<file path="src/rtl/router_pkt_tx.sv">
// Packet transmitter for a 3-port router: buffers payload bytes in a FIFO and emits
// header, payload and XOR parity, honouring the router's busy stall.
module router_pkt_tx #(
   parameter int BUF_DEPTH = 64
) (
   input  logic       clock,
   input  logic       resetn,
   input  logic       wr_en,
   input  logic [7:0] wr_data,
   input  logic       start,
   input  logic [1:0] dest_addr,
   input  logic [5:0] payload_len,
   input  logic       busy,
   output logic [7:0] data_out,
   output logic       pkt_valid,
   output logic       in_packet,
   output logic       ready,
   output logic       done,
   output logic       err,
   output logic [6:0] buf_count
);

   localparam int AW = $clog2(BUF_DEPTH);

   typedef enum logic [1:0] {IDLE, HDR, PLD, PAR} state_t;

   state_t        state, state_d;
   logic [7:0]    mem [BUF_DEPTH];
   logic [AW-1:0] wr_ptr, rd_ptr, rd_next;
   logic [6:0]    count;
   logic [5:0]    rem_q, rem_d;
   logic [7:0]    parity, parity_d, data_d;
   logic          valid_d, done_d, err_d, push, pop;

   assign in_packet = (state != IDLE);
   assign ready     = (state == IDLE);
   assign buf_count = count;
   assign rd_next   = rd_ptr + 1'b1;

   always_comb begin
      // NOTE: every signal gets a default first so no path leaves a latch behind.
      state_d  = state;
      data_d   = data_out;
      valid_d  = pkt_valid;
      parity_d = parity;
      rem_d    = rem_q;
      done_d   = 1'b0;
      pop      = 1'b0;
      push     = wr_en && (count != 7'(BUF_DEPTH));
      err_d    = wr_en && !push;
      unique case (state)
         IDLE: begin
            if (start) begin
               if (payload_len != 6'd0 && dest_addr != 2'd3 && count >= {1'b0, payload_len}) begin
                  state_d  = HDR;
                  data_d   = {payload_len, dest_addr};
                  valid_d  = 1'b1;
                  parity_d = {payload_len, dest_addr};
                  rem_d    = payload_len;
               end else begin
                  err_d = 1'b1;
               end
            end
         end
         HDR: begin
            // First payload byte is only presented here; it is popped once accepted.
            if (!busy) begin
               state_d  = PLD;
               data_d   = mem[rd_ptr];
               parity_d = parity ^ mem[rd_ptr];
            end
         end
         PLD: begin
            if (!busy) begin
               pop   = 1'b1;
               rem_d = rem_q - 6'd1;
               if (rem_q == 6'd1) begin
                  state_d = PAR;
                  data_d  = parity;
                  valid_d = 1'b0;
               end else begin
                  data_d   = mem[rd_next];
                  parity_d = parity ^ mem[rd_next];
               end
            end
         end
         PAR: begin
            if (!busy) begin
               state_d = IDLE;
               data_d  = 8'd0;
               done_d  = 1'b1;
            end
         end
         default: state_d = IDLE;
      endcase
   end

   always_ff @(posedge clock or negedge resetn) begin
      if (!resetn) state <= IDLE;
      else         state <= state_d;
   end

   // NOTE: state uses non-blocking assignments so every register samples pre-edge values.
   always_ff @(posedge clock or negedge resetn) begin
      if (!resetn) begin
         data_out  <= 8'd0;
         pkt_valid <= 1'b0;
         done      <= 1'b0;
         err       <= 1'b0;
         parity    <= 8'd0;
         rem_q     <= 6'd0;
         wr_ptr    <= '0;
         rd_ptr    <= '0;
         count     <= 7'd0;
      end else begin
         data_out  <= data_d;
         pkt_valid <= valid_d;
         done      <= done_d;
         err       <= err_d;
         parity    <= parity_d;
         rem_q     <= rem_d;
         if (push) wr_ptr <= wr_ptr + 1'b1;
         if (pop)  rd_ptr <= rd_next;
         unique case ({push, pop})
            2'b10:   count <= count + 7'd1;
            2'b01:   count <= count - 7'd1;
            default: count <= count;
         endcase
      end
   end

   // NOTE: the storage array has no reset; zeroed pointers and count make old contents unreachable.
   always_ff @(posedge clock) begin
      if (push) mem[wr_ptr] <= wr_data;
   end

endmodule

</file>
<file path="config.mk">
export PLATFORM = sky130hd
export DESIGN_NAME = router_pkt_tx
export DESIGN_NICKNAME = d
export VERILOG_FILES = /design/src/rtl/router_pkt_tx.sv
export SDC_FILE = /design/constraint.sdc
export NUM_CORES = 1
export LEC_CHECK = 0
export CAP_MARGIN = 20
export CORE_MARGIN = 4
export CORE_UTILIZATION = 50
export CTS_CLUSTER_DIAMETER = 40
export CTS_CLUSTER_SIZE = 8
export DETAILED_ROUTE_END_ITERATION = 8
export PLACE_DENSITY = 0.66
export SYNTH_ARGS = -nofsm -noshare
export SYNTH_HDL_FRONTEND = slang
export SYNTH_SLANG_ARGS = --single-unit
</file>
<file path="constraint.sdc">
create_clock -name clock -period 4 [get_ports clock]
set_clock_uncertainty 0.15 [all_clocks]
set_input_delay 0.8 -clock clock [delete_from_list [all_inputs] [get_ports clock]]
set_output_delay 0.8 -clock clock [all_outputs]
set_load 0.01 [all_outputs]
</file>
==> impl_metrics.yaml <==
setup_path:
  path_buf_inv: 2
  arrival_ns: 4.08
  crit_slowest_cell: "dfrtp_4"
  path_max_fanout: 36
  critical-path-top-delay-family: "multiplexers"
  cp.required_ns: 4.37
  slowest_delay_ns: 0.57
  crit_type: "reg2reg"
  startpoint_type: "flop"
  path_cells: "ha_4 -> buf_12 -> buf_12 -> mux4_2 -> mux2i_1 -> mux2_2 -> nand2_1 -> and4_1 -> mux2_2 -> nor4_1"
  cp-end-kind: "flop"
yosys:
  syn_inst: 1585
  synthMuxAreaShare_pct: 25.1
  syn-num-nets: 1623
  synth_top_family_by_area: "multiplexers"
  postSynthAreaPerCell_um2: 17.3
  synth-seq-cells: 558
  synth_warnings: 0
  synth_top_area_cell: "edfxtp_1"
  synth_area_leaders: "edfxtp_1 56%, mux4_2 21%, dfrtp_1 4.2%, mux2i_1 2.0%, nor2_1 1.7%"
  synth_edf_count: 512
  netlist.area_leader.share_pct: 56.1
  synthDistinctLibCells: 74
  yosysMostFrequentCell: "edfxtp_1"
  synth_xor_xnor_area_share_pct: 0.858
  synthSimpleGateAreaFrac_pct: 5.70
  synth_commonest_cells: "512 x edfxtp_1, 257 x mux4_2, 126 x nor2_1"
  synth_area_um2: 27400
  async_reset_ff_share_pct: 8.24
  synth-adder-area-share_pct: 0.776
  synth_compound_area_share_pct: 4.49
  synth_top_flop_cell: "edfxtp_1"
  ys_seq_area_share_pct: 60.3
route:
  top_layer_used: "met4"
  post_drt_wl_per_cell_um: 30.4
  met1_length_um: 29800
  num_vias: 16700
  drt_iter0_markers: 1995
  drt_wl_total_um: 75900
  drc: 0
  dr_wl_met2_um: 35700
  drt_first_pass_iters: 7
  viasPerCell: 6.68
  ant_nets: 0
  dr_wl_met3_um: 7300
die:
  start_util_pct: 50.7
  rows: 85
  pin_count: 41
  die-area_um2: 58600
  die_w_um: 242
  core_area_um2: 54000
  die_h_um: 242
global_routing:
  grt_max_degree: 84
  overflow: 0
  grt_pass1_vias: 16900
  grt_first_pass_wirelength_um: 113000
  grt_usage_pct: 26.1
  grt_antenna_before_repair: 0
placement:
  dp_hpwl_um: 52300
  routabilityCongestion: 1.01
  dpl.cell_count: 2359
  io_buffers: 40
power_and_ir_drop:
  ir_drop_uv: 577
  p_leak_nw: 10.8
  power-per-cell-area_nw_per_um2: 827
sta:
  fin_crit_ns: 3.71
  drv_slew: 0
  max_freq_mhz: 270
  slew_headroom_pct: 40.5
  rsz0062_at_grt: "false"
  worst_pin_slew_ns: 0.889
  setup_viol: 0
  tns_ns: 0
  post-route-period-util_pct: 92.7
  final-hold-violation-count: 0
cts:
  cts.repair.resized: 0
  ctsLongestPathBuffers: 3
  cts_buffers: 90
  postCtsSetupBuffers: 0
  cts_tree: "yes"
  cts_hold_buffers: 0
  worstSkewPairLatency_ns: 0.64
  clk_pin_slew_ns: 0.05
  cts-root-buf: "clkbuf_16"
  clock_sinks: 558
  ctsHtreeMaxLevel: 3
layout:
  fin_util_pct: 59.2
  fin_cells: 2499
  syn_to_final_growth_pct: 16.6
  regArea_um2: 16500
  layout-drive-gt1-share_pct: 30.8
  num_antenna_cells: 0
  multi_input_area_um2: 10200
  finalNetCount: 1795
  fillers: 3912
status:
  status: "finished, final reports clean"
run:
  max_cap_viol_count: 0
hold_path:
  hold_path.class: "in2async"
layer usage:
metal	GRT usage (%)	up-vias
li1	-	6931
met1	36.8	8752
met2	40.3	877
met3	5.38	135
met4	11.0	0
met5	0	-
area by class of cell:
type / instances / area share [%]
Sequential cell: 558 / 51.7
Inverter: 23 / 0.270
Timing Repair Buffer: 187 / 5.07
Clock inverter: 26 / 0.947
Multi-Input combinational cell: 897 / 31.8
Clock buffer: 112 / 7.47
Tap cell: 696 / 2.72
state kept, by name, indices dropped and copies added, names as in the netlist, 2 cells and up:
name and count:
mem 512, data_out 8, state 2, buf_count 7, wr_ptr 6, rem_q 6, rd_ptr 6, parity 8
cell usage in the layout, fill, tap and decap left out, types with 5 or more instances in the layout:
cell type and instances:
a31oi_1 13, a221oi_1 11, nand4_1 8, a21oi_1 31, o21ai_0 25, nor2_1 126, nand2_1 99, nand3_1 27
xor2_1 9, clkbuf_16 92, o221ai_1 9, a22oi_1 14, edfxtp_1 512, and3_1 6, clkinv_1 9, nand3b_1 7
nor2b_1 7, nand2b_1 10, o22ai_1 13, inv_1 21, mux2i_1 54, nor3_1 11, mux4_1 16, dfrtp_1 43
o211ai_1 6, nor3b_1 5, buf_4 134, a211oi_1 11, xnor2_1 13, ha_1 16, and2_1 8, bufinv_16 5
clkdlybuf4s50_1 31, buf_2 9, buf_12 13, mux4_2 257, mux2_2 12, clkbuf_1 19
power breakdown:
part	switching [mW]	internal (mW)
sequential	0.474	6.81
combinational	6.73	5.41
clock	2.56	4.47
per-stage QoR:
stage	total power, mW	hold slack, ns	setup slack (ns)	area, µm²
after floorplan	15.2	0.309	0.715	27400
after global placement	19.2	0.333	0.367	29200
after detailed placement	19.3	0.356	0.321	29200
after CTS	26.4	0.130	0.269	31900
after global routing	27.5	0.168	0.101	32000
final	26.4	0.129	0.292	32000
final timing paths:
path                           start           end  slack [ns]  cells past startpoint
max in group asynchronous     resetn  buf_count[4]        2.83                      2
min reg2reg                wr_ptr[2]     wr_ptr[2]        0.35                      1
max                        rd_ptr[0]     parity[2]        0.29                     10
min                           resetn      rem_q[3]        0.13                      1
max reg2reg                rd_ptr[0]     parity[2]        0.29                     10
min in group clock         wr_ptr[2]     wr_ptr[2]        0.35                      1
cells by family after synthesis:
| kind of cell | after synthesis |
|---|---|
| AO/OA/AOI/OAI | 178 |
| XOR/XNOR | 26 |
| adder cells (fa/ha/maj) | 17 |
| buffers and inverters | 130 |
| flip-flops | 558 |
| multiplexers | 339 |
| AND/OR/NAND/NOR | 337 |
Note: power is estimated with default switching activity, not from simulation.
